[config.mk]
export PLATFORM = sky130hd
export DESIGN_NAME = serial_add_ctrl
export DESIGN_NICKNAME = d
export VERILOG_FILES = /design/src/rtl/serial_pkg.sv /design/src/rtl/serial_shift_reg.sv /design/src/rtl/serial_add_ctrl.sv
export SDC_FILE = /design/constraint.sdc
export NUM_CORES = 1
export LEC_CHECK = 0
export CAP_MARGIN = 20
export CORE_MARGIN = 2
export CORE_UTILIZATION = 41
export CTS_CLUSTER_SIZE = 8
export DETAILED_ROUTE_END_ITERATION = 10
export GPL_ROUTABILITY_DRIVEN = 0
export PLACE_DENSITY = 0.74
export SLEW_MARGIN = 30
export SYNTH_ARGS = -nofsm -noshare
export SYNTH_HDL_FRONTEND = slang
export SYNTH_SLANG_ARGS = --single-unit
[constraint.sdc]
create_clock -name clk -period 1.3 [get_ports clk]
set_input_delay 0.26 -clock clk [delete_from_list [all_inputs] [get_ports clk]]
set_output_delay 0.26 -clock clk [all_outputs]
set_load 0.1 [all_outputs]
[src/rtl/serial_pkg.sv]
// Shared types and constants for the bit-serial adder sequencer.
package serial_pkg;

  localparam int unsigned SERIAL_WIDTH = 4;

  typedef enum logic [1:0] {
    IDLE  = 2'd0,
    CLR   = 2'd1,
    SHIFT = 2'd2,
    DONE  = 2'd3
  } state_t;

  // Bit-counter width for a given operand width (never below one bit).
  function automatic int unsigned cnt_width(input int unsigned width);
    return (width > 1) ? $clog2(width) : 1;
  endfunction

endpackage

[src/rtl/serial_shift_reg.sv]
// Shift-right register with parallel load, serial in at the MSB and serial out from the LSB.
module serial_shift_reg #(
  parameter int unsigned WIDTH = 4
) (
  input  logic             clk,
  input  logic             rst,
  input  logic             load,
  input  logic             shift,
  input  logic [WIDTH-1:0] din,
  input  logic             sin,
  output logic [WIDTH-1:0] q,
  output logic             sout
);

  always_ff @(posedge clk) begin
    if (rst) begin
      q <= '0;
    end else if (load) begin
      q <= din;
    end else if (shift) begin
      q <= {sin, q[WIDTH-1:1]};
    end
  end

  assign sout = q[0];

endmodule

[src/rtl/serial_add_ctrl.sv]
// Sequencer feeding an external bit-serial adder and reassembling its parallel result.
// Optional signed-overflow output enabled by defining SERIAL_ADD_CTRL_OVF_EN.
module serial_add_ctrl
  import serial_pkg::*;
#(
  parameter int unsigned WIDTH = SERIAL_WIDTH
) (
  input  logic             clk,
  input  logic             rst,
  input  logic             in_valid,
  output logic             in_ready,
  input  logic [WIDTH-1:0] in_a,
  input  logic [WIDTH-1:0] in_b,
  output logic             out_valid,
  input  logic             out_ready,
  output logic [WIDTH-1:0] out_sum,
  output logic             out_cout,
`ifdef SERIAL_ADD_CTRL_OVF_EN
  output logic             out_ovf,
`endif
  output logic             busy,
  output logic             sa_clr,
  output logic             sa_a,
  output logic             sa_b,
  input  logic             sa_f,
  input  logic             sa_cout
);

  localparam int unsigned CNT_W = cnt_width(WIDTH);

  state_t           state;
  state_t           state_nxt;
  logic [CNT_W-1:0] cnt;
  logic             load;
  logic             shift;
  logic             last;

  logic [WIDTH-1:0] a_q;
  logic [WIDTH-1:0] b_q;
  logic [WIDTH-1:0] res_q;
  logic             a_bit;
  logic             b_bit;
  logic             res_sout;

  always_ff @(posedge clk) begin
    if (rst) begin
      state <= IDLE;
    end else begin
      state <= state_nxt;
    end
  end

  always_comb begin
    state_nxt = state;
    load      = 1'b0;
    shift     = 1'b0;
    last      = 1'b0;
    case (state)
      IDLE: begin
        if (in_valid) begin
          load      = 1'b1;
          state_nxt = CLR;
        end
      end
      CLR: begin
        state_nxt = SHIFT;
      end
      SHIFT: begin
        shift = 1'b1;
        if (cnt == CNT_W'(WIDTH - 1)) begin
          last      = 1'b1;
          state_nxt = DONE;
        end
      end
      DONE: begin
        if (out_ready) begin
          state_nxt = IDLE;
        end
      end
      default: begin
        state_nxt = IDLE;
      end
    endcase
  end

  assign in_ready  = (state == IDLE);
  assign out_valid = (state == DONE);
  assign busy      = (state != IDLE);
  assign sa_clr    = rst | (state == CLR);
  assign sa_a      = (state == SHIFT) & a_bit;
  assign sa_b      = (state == SHIFT) & b_bit;

  serial_shift_reg #(.WIDTH(WIDTH)) u_a_reg (
    .clk   (clk),
    .rst   (rst),
    .load  (load),
    .shift (shift),
    .din   (in_a),
    .sin   (1'b0),
    .q     (a_q),
    .sout  (a_bit)
  );

  serial_shift_reg #(.WIDTH(WIDTH)) u_b_reg (
    .clk   (clk),
    .rst   (rst),
    .load  (load),
    .shift (shift),
    .din   (in_b),
    .sin   (1'b0),
    .q     (b_q),
    .sout  (b_bit)
  );

  serial_shift_reg #(.WIDTH(WIDTH)) u_res_reg (
    .clk   (clk),
    .rst   (rst),
    .load  (1'b0),
    .shift (shift),
    .din   ('0),
    .sin   (sa_f),
    .q     (res_q),
    .sout  (res_sout)
  );

  // Operand parallel outputs and result serial out are not needed here.
  logic unused_ok;
  assign unused_ok = ^{a_q, b_q, res_sout};

  // Result is snapshotted on the last bit so it holds until the next capture.
  always_ff @(posedge clk) begin
    if (rst) begin
      cnt      <= '0;
      out_sum  <= '0;
      out_cout <= 1'b0;
    end else begin
      if (load) begin
        cnt <= '0;
      end else if (shift) begin
        cnt <= cnt + CNT_W'(1);
      end
      if (last) begin
        out_sum  <= {sa_f, res_q[WIDTH-1:1]};
        out_cout <= sa_cout;
      end
    end
  end

`ifdef SERIAL_ADD_CTRL_OVF_EN
  // Carry into the MSB is recovered as a^b^f; overflow when it differs from carry out.
  always_ff @(posedge clk) begin
    if (rst) begin
      out_ovf <= 1'b0;
    end else if (last) begin
      out_ovf <= (sa_a ^ sa_b ^ sa_f) ^ sa_cout;
    end
  end
`endif

endmodule

==> summary.txt, run 1 <==
Route
  – Routed length per placed instance: 13.5 um
  – Detailed-route wire length: 2260 um
  – Remaining DRCs: 0
  – Routed vias: 837
  – Detailed-router iteration count before antenna repair: 4
  – Iteration-0 DRC Markers: 8
  – Routed Antenna Nets: 0
  – Post-DR vias/cell: 5.01

Global routing
  – GRT Total Usage: 0.189
  – Vias in the first global route: 829
  – Initial antenna violation count: 0
  – Congestion Overflow GR: 0
  – Global-route wire length before repair: 3650 um
  – Largest net degree at the start of global routing: 22

Timing
  – Final hold violations: 0
  – WHS: 482 ps
  – RSZ-0062 raised after global routing: true
  – Min Tclk post-route: 1540 ps
  – Clock Skews: 1.55 ps
  – Slew Viols, Final: 0
  – Slew headroom: 0.817
  – Setup TNS: -2480 ps
  – Max Clock Freq: 649 MHz
  – Worst Max-Slew Pin Slew: 273 ps
  – Fin crit share: 1.19
  – Worst Slack Setup Final: -241 ps
  – Final setup violation count: 16

Setup path
  – Worst EP required: 1040 ps
  – Critical Path AT: 1280 ps
  – WS Path Type: flop to primary output
  – Setup crit start: state[1]$_SDFFE_PP0P_
  – Max FO, Critical Path: 6
  – Reg2Reg Capture Point: state[0]$_SDFFE_PP0P_
  – R2r worst-path depth: 7
  – Setup crit start kind: flop
  – Reg2Reg Setup Slack: -220 ps
  – Setup crit end kind: primary output
  – Reg2reg start: state[0]$_SDFFE_PP0P_

Worst hold path
  – Min-Delay Startpoint: u_res_reg.q[1]$_SDFFE_PP0P_
  – Hold path endpoint: out_sum[0]$_SDFFE_PP0P_
  – Min-Delay Path Class: flop to flop
  – Hold Crit Depth: 2

Yosys
  – Mapped Area: 910 um^2
  – Mapped Cells: 99
  – Leading area contributor after synthesis: dfxtp_1
  – Yosys warns: 0
  – Share of the synthesized area in the top cell type: 0.440
  – Cell variety after synth: 22
  – Most frequent cells after synthesis: dfxtp_1 (20), mux2i_1 (11), nand2_1 (9), nor2_1 (9)
  – Post-synthesis sequential element count: 20
  – Share of the yosys chip area belonging to registers: 0.440
  – Synth Flop Type: dfxtp_1
  – Most common cell in the netlist: dfxtp_1
  – FFs w/ async S/R, synth: 0
  – Mapped Nets: 119
  – Number of synthesized flops with an enable pin: 0
  – Average cell area after synthesis: 9.19 um^2
  – Ranking of synthesized cells by area: dfxtp_1 (44%), mux2i_1 (12%), ha_1 (8.3%), a211oi_1 (5.8%), a21oi_1 (3.9%)

Run status
  – Failing checks: negative setup slack
  – Status: finished with violations

Finish
  – Diode count: 0
  – Fin area: 1600 um^2
  – Fraction of layout cells with a size suffix above 1: 0.374
  – Final net count: 160
  – P&R area growth vs syn: 76.3%

Floorplanning
  – Std cell rows: 17
  – Initial core utilization: 0.423
  – Chip height: 51.1 um
  – Die W: 51.1 um
  – Die Area: 2610 um^2
  – Core area: 2150 um^2
  – I/O pin count: 25

Power
  – Pleak: 0.629 nW
  – Combinational share of power: 0.611
  – Clock power frac: 0.118
  – Int Pwr: 0.00180 W
  – VDD IR max: 0.00234 V
  – Power density of the placed cells: 1880 nW/um^2
  – Sequential Power Share: 0.272
  – Sw frac: 0.405
  – Switching pwr: 0.00122 W

Clock network
  – Clk root buf: clkbuf_4
  – CTS tree: yes
  – Max Root-Sink Buffers: 2
  – Worst-path clk slew: 110 ps
  – CTS Hold Buffers Added: 0
  – Sink Count: 20
  – CTS Buf Count: 3
  – Skew-Pair Late Insertion Delay: 290 ps
  – H-tree levels: 1

Flow run
  – Number of max-cap violations: 0

Placement
  – Dpl hpwl: 1380 um
  – Placement Cell Area: 1370 um^2
  – # port buffers: 24
==> state kept, by name, indices dropped and copies added, names as in the netlist <==
| register | count |
|---|---|
| u_b_reg.q | 4 |
| u_a_reg.q | 4 |
| cnt | 2 |
| out_cout | 1 |
| out_sum | 4 |
| state | 2 |
| u_res_reg.q | 3 |
==> cell usage in the layout, fill, tap and decap left out, drive strengths merged <==
master,count
dfxtp,20
a211oi,7
or2,1
clkdlybuf4s50,13
a211o,1
inv,3
clkbuf,4
ha,6
and2,3
nand2b,2
nand3,5
mux2i,11
nor3,2
nor2,9
a21oi,7
xnor2,1
nor2b,2
clkinvlp,1
nand2,9
nor4,1
nand3b,2
buf,29
==> power groups by stage <==
stage	clock [W]	combinational (W)	sequential, W
after detailed placement	0	0.00142	0.000805
after global placement	0	0.00139	0.000797
after global routing	0.000405	0.00194	0.000830
final	0.000356	0.00185	0.000821
after CTS	0.000362	0.00174	0.000817
after floorplan	0	0.000996	0.000783
==> per-layer routing <==
metal / GRT usage / wire, um
met1: 0.225 / 977
met2: 0.323 / 1150
met3: 0.0439 / 93
met4: 0.0811 / 38
met5: 0 / 0
==> through the flow <==
stage / cells / power, W / util / setup WS [ps]
floorplan: 99 / 0.00178 / - / -228
detailed placement: 154 / 0.00222 / 0.639 / -141
finish: 167 / 0.00302 / 0.747 / -241
global route: 167 / 0.00317 / 0.747 / -288
global placement: 154 / 0.00219 / 0.639 / -111
CTS: 163 / 0.00292 / 0.728 / -257
==> critical path: stages, from the launching register on <==
cell and delay, ps:
dfxtp_4 380, buf_12 120, ha_4 170, and2_4 150
buf_12 160
==> cells by family (layout without fill, tap and decap cells) <==
kind of cell / after synthesis / count (layout) / synth area share
flops: 20 / 20 / 0.440
xor+xnor: 1 / 1 / 0.00963
compound gates: 15 / 15 / 0.106
buf+inv: 10 / 50 / 0.0495
fa+ha+maj: 6 / 6 / 0.0825
simple gates: 36 / 36 / 0.191
mux: 11 / 11 / 0.121
==> worst max-delay path by stage <==
stage,to,slack (ps),depth (start not counted)
floorplan,busy,-230,3
global placement,state[0]$_SDFFE_PP0P_,-110,4
detailed placement,state[0]$_SDFFE_PP0P_,-140,4
CTS,sa_clr,-260,4
global route,busy,-290,5
finish,sa_a,-240,4
==> timing repair <==
action	CTS	global route
endpoints found under the setup margin	22	19
buffers inserted	4	4
gates resized for setup	22	2
gates cloned	1	0
pin swaps	12	5
==> cell type report <==
class	count	area, um^2
inverters	4	26.3
fillers	149	544
clock buffers	4	36.3
flip-flops and latches	20	408
well taps	28	35.0
multi-input cells	69	549
repair buffers	42	549
Power figures use the tool's default switching activity.
==> run 2, diff against run 1 <==
Settings changed: CORE_MARGIN 2 to default.
==> run 2 against run 1 <==
  * The run still ends with negative setup slack left
  * Die area decreased by 7.7%
  * Clock skew hardly changed
  * Cell count fell by 3.6%
  * Worst setup slack worse by 41 ps
  * Critical endpoint is now sa_clr
  * Largest cell class unchanged
  * Largest power group unchanged
==> summary.txt, run 2 (synthesis gave the netlist of run 1 again) <==
Run status
  – Status: finished with violations (unchanged)
  – Failing checks: negative setup slack (unchanged)

Floorplanning
  – Chip height: 49.1 um (was 51.1 um)
  – Initial core utilization: 0.450 (was 0.423)
  – I/O pin count: 25 (unchanged)
  – Core area: 2020 um^2 (was 2150 um^2)
  – Die Area: 2410 um^2 (was 2610 um^2)
  – Die W: 49.1 um (was 51.1 um)
  – Std cell rows: 16 (was 17)

Route
  – Detailed-router iteration count before antenna repair: 4 (unchanged)
  – Remaining DRCs: 0 (unchanged)
  – DR WL met3: 88 um (was 93 um)
  – Iteration-0 DRC Markers: 20 (was 8)
  – Wire length on met2: 1020 um (was 1150 um)
  – Detailed-route wire length: 2080 um (was 2260 um)
  – Routed length per placed instance: 12.9 um (was 13.5 um)
  – WL met1: 945 um (was 977 um)
  – Routed Antenna Nets: 0 (unchanged)
  – DR top layer: met4 (unchanged)
  – Post-DR vias/cell: 5.07 (was 5.01)
  – Routed vias: 816 (was 837)

Clock network
  – CTS Buf Count: 3 (unchanged)
  – Skew-Pair Late Insertion Delay: 300 ps (was 290 ps)
  – Worst-path clk slew: 100 ps (was 110 ps)
  – H-tree levels: 1 (unchanged)
  – Sink Count: 20 (unchanged)
  – Max Root-Sink Buffers: 2 (unchanged)
  – CTS tree: yes (unchanged)
  – Clk root buf: clkbuf_4 (unchanged)

Flow run
  – Number of max-cap violations: 0 (unchanged)

Worst hold path
  – Min-Delay Path Class: flop to flop (unchanged)

Finish
  – Fraction of layout cells with a size suffix above 1: 0.351 (was 0.374)
  – Final net count: 156 (was 160)
  – Diode count: 0 (unchanged)
  – Final core occ: 0.759 (was 0.747)
  – P&R area growth vs syn: 68.6% (was 76.3%)
  – Most frequent cells in the layout: dfxtp_1 (18), clkdlybuf4s50_1 (13), buf_12 (13) (unchanged)
  – Commonest non-fill, non-tap cell in the layout: dfxtp_1 (unchanged)
  – Top Registers: out_sum: 4 flops, u_a_reg.q: 4 flops, u_b_reg.q: 4 flops (unchanged)

Power
  – Switching pwr: 0.00116 W (was 0.00122 W)
  – Sw frac: 0.420 (was 0.405)
  – Pleak: 0.584 nW (was 0.629 nW)
  – Clock power frac: 0.106 (was 0.118)
  – Combinational share of power: 0.603 (was 0.611)
  – VDD IR max: 0.00181 V (was 0.00234 V)
  – Sequential Power Share: 0.290 (was 0.272)
  – Int Pwr: 0.00161 W (was 0.00180 W)
  – Total power draw: 0.00277 W (was 0.00302 W)
  – Power density of the placed cells: 1810 nW/um^2 (was 1880 nW/um^2)

Setup path
  – WS Path Type: flop to primary output (unchanged)
  – Setup crit start kind: flop (unchanged)
  – Max FO, Critical Path: 2 (was 6)
  – Critical Path AT: 1320 ps (was 1280 ps)
  – Worst EP required: 1040 ps (about the same)
  – Setup crit end kind: primary output (unchanged)

Timing
  – Worst Slack Setup Final: -282 ps (was -241 ps)
  – Final hold violations: 0 (unchanged)
  – Slew headroom: 0.791 (was 0.817)
  – Min Tclk post-route: 1580 ps (was 1540 ps)
  – Setup TNS: -1520 ps (was -2480 ps)
  – Slew Viols, Final: 0 (unchanged)
  – Max Clock Freq: 632 MHz (was 649 MHz)
  – Clock Skews: 1.80 ps (was 1.55 ps)
  – Final setup violation count: 8 (was 16)
  – Worst Max-Slew Pin Slew: 311 ps (was 273 ps)
  – RSZ-0062 raised after global routing: true (unchanged)
  – Fin crit share: 1.22 (was 1.19)

Placement
  – Dpl hpwl: 1390 um (was 1380 um)
  – # port buffers: 24 (unchanged)

Global routing
  – Largest net degree at the start of global routing: 22 (unchanged)
  – Initial antenna violation count: 0 (unchanged)
  – Global-route wire length before repair: 3560 um (was 3650 um)
  – Vias in the first global route: 867 (was 829)
  – Congestion Overflow GR: 0 (unchanged)
  – GRT Total Usage: 0.196 (was 0.189)
==> run 2: cell types whose count changed in the layout (fill, tap and decap cells not counted), sizes merged <==
cell    previous run  this run
buf               29        25
clkbuf             4         3
==> run 2: final timing paths <==
| path | cells past startpoint | endpoint | startpoint | slack, ps |
|---|---|---|---|---|
| worst max-delay path | 4 | sa_clr | state[0]$_SDFFE_PP0P_ | -280 |
| worst max register to register | 5 | state[0]$_SDFFE_PP0P_ | state[1]$_SDFFE_PP0P_ | -70 |
| worst min-delay path | 2 | out_sum[0]$_SDFFE_PP0P_ | u_res_reg.q[1]$_SDFFE_PP0P_ | 480 |
| worst min register to register | 2 | out_sum[0]$_SDFFE_PP0P_ | u_res_reg.q[1]$_SDFFE_PP0P_ | 480 |
==> run 2: power groups by stage <==
| stage | Clock, W | Combinational [W] | Sequential, W |
|---|---|---|---|
| 2_1_floorplan | 0 | 0.000996 | 0.000783 |
| 3_3_place_gp | 0 | 0.00144 | 0.000792 |
| 3_5_place_dp | 0 | 0.00147 | 0.000798 |
| 4_1_cts | 0.000295 | 0.00164 | 0.000803 |
| 5_1_grt | 0.000332 | 0.00177 | 0.000814 |
| 6_report | 0.000295 | 0.00167 | 0.000804 |
==> run 2: timing repair <==
action | CTS | global route
hold buffers | 0 | 0
setup buffers | 5 | 1
gates resized for setup | 16 | 5
pin swaps | 8 | 3
setup endpoints to repair | 15 | 18
==> run 2: per-stage QoR <==
stage | cells | area (um^2) | hold slack [ps] | worst slack (ps)
finish | 161 | 1530 | 481 | -282
global route | 161 | 1530 | 521 | -320
CTS | 161 | 1510 | 481 | -307
detailed placement | 154 | 1390 | 465 | -159
global placement | 154 | 1390 | 454 | -106
floorplan | 99 | 951 | 396 | -228
==> run 2: cell type report <==
class	instances	area, um^2
inverter	4	23.8
clock buffer	3	22.5
tap	27	33.8
fill	140	488
sequential	20	405
timing repair buffer	38	503
multi-input combinational	69	546
==> run 2: critical path: stages, from the launching register on <==
cell and delay (ps):
dfxtp_2 360, buf_6 120, ha_4 140, or2_4 230
buf_12 160
==> run 2: routing by layer <==
metal	vias up	global-route usage
li1	411	-
met1	378	0.215
met2	25	0.336
met3	2	0.0530
met4	0	0.113
met5	-	0
==> RTL change, RTL diff (settings of run 2) <==
Build with the macro `SERIAL_ADD_CTRL_OVF_EN` defined.
--- a/src/rtl/serial_add_ctrl.sv
+++ b/src/rtl/serial_add_ctrl.sv
@@ -2,2 +2,4 @@
 // Optional signed-overflow output enabled by defining SERIAL_ADD_CTRL_OVF_EN.
+`define SERIAL_ADD_CTRL_OVF_EN
+
 module serial_add_ctrl
Check against the original RTL (old outputs only; new: out_ovf): equivalent (Yosys induction, for registers that start in step).
==> RTL change against run 2 <==
The run still ends with setup timing left; power rose by 19%; final cell count increased by 9.3%; non-clock buffer count increased by 6; critical path depth is the same; area after synthesis rose by 7.7%; setup slack hardly changed; sequential cell count grew 1; clock skew rose by 0.0043 ns; final area rose by 11%; synthesized cell count increased by 6.1%; clock power is 7.1% higher; routed wire length up 23%; combinational power rose by 26%; largest cell class unchanged; largest power group unchanged; highest routed layer unchanged.
==> RTL change: results <==
[outcome]
status = "finished with violations"
violations = "setup timing"

[placement]
dpl.cell_count = 166
hpwlAfterDp_mm = 1.65
pre_cts_slack_ns = -0.224
post_dp_cell_area_um2 = 1490
io_buffers = 25

[synthesis]
synthCells = 105
synth_common_cells = "dfxtp_1, mux2i_1, nor2_1, a21oi_1, nand2_1"
ys_seq_area_frac = 0.429
yosys-top-cells-area = "dfxtp_1, mux2i_1, ha_1"
synth_cell_types = 27
yosys.area.top_type_share = 0.429

[sta]
worstMarginPinSlew_ns = 0.354
timing.hold.ws_ns = 0.476
setup_tns_ns = -1.44
setup_slack_ns = -0.282
setup_viol = 12
fin_skew_ns = 0.00611

[min_path]
hp-start = "u_a_reg.q[3]"
worstHoldEndpoint = "u_a_reg.q[3]"

[global_route]
grt_usage = 0.210
grt_pass1_wl_mm = 4.04

[cts]
htree_levels = 1

[power]
p_leak_uw = 0.000655
ir_drop_uv = 2290

[routing]
vias = 921
first_iter_violations = 8
finalWirelength_mm = 2.56
vias_per_cell = 5.23

[setup_path]
cp-endpoint = "sa_clr"

[final_layout]
final_layout_size_suffix_gt1_frac = 0.392
finish.net_count = 169
-- RTL change: report_power, final --
| part | leakage (uW) | internal [uW] | switching, uW | total, uW |
|---|---|---|---|---|
| clock | 0.0000177 | 115 | 201 | 316 |
| sequential | 0.000172 | 771 | 108 | 879 |
| combinational | 0.000465 | 961 | 1150 | 2110 |
| total | 0.000655 | 1850 | 1460 | 3300 |
-- RTL change: layer usage --
layer / vias to the layer above / routed length [um] / track usage
met1: 448 / 1020 / 0.240
met5: - / 0 / 0
met4: 0 / 34 / 0.0648
li1: 449 / - / -
met3: 4 / 59 / 0.0357
met2: 20 / 1440 / 0.391
-- RTL change: logic make-up (layout without fill, tap and decap cells) --
family | after synthesis | after routing | synth area share
xor+xnor | 3 | 3 | 0.0268
mux | 10 | 10 | 0.102
compound gates | 19 | 19 | 0.130
buf+inv | 9 | 52 | 0.0447
flops | 21 | 21 | 0.429
simple gates | 37 | 37 | 0.190
fa+ha+maj | 6 | 6 | 0.0766
-- RTL change: area by class of cell --
class	count	area, um2
Clock buffer	3	22.5
Inverter	4	23.8
Tap cell	28	35.0
Sequential cell	21	425
Timing Repair Buffer	44	561
Clock inverter	1	5.00
Fill cell	152	533
Multi-Input combinational cell	75	628
-- RTL change: repair_timing --
action,4_1_cts,5_1_grt
endpoints found under the setup margin,13,16
buffers inserted,4,1
pin swaps,5,7
gates cloned,1,0
gates resized for setup,15,10
-- RTL change: critical path: cells and delay by family (launching register included) --
family / cells / cell delay, ns
flip-flops: 1 / 0.35
buffers and inverters: 2 / 0.29
AND/OR/NAND/NOR: 1 / 0.23
adder cells (fa/ha/maj): 1 / 0.14
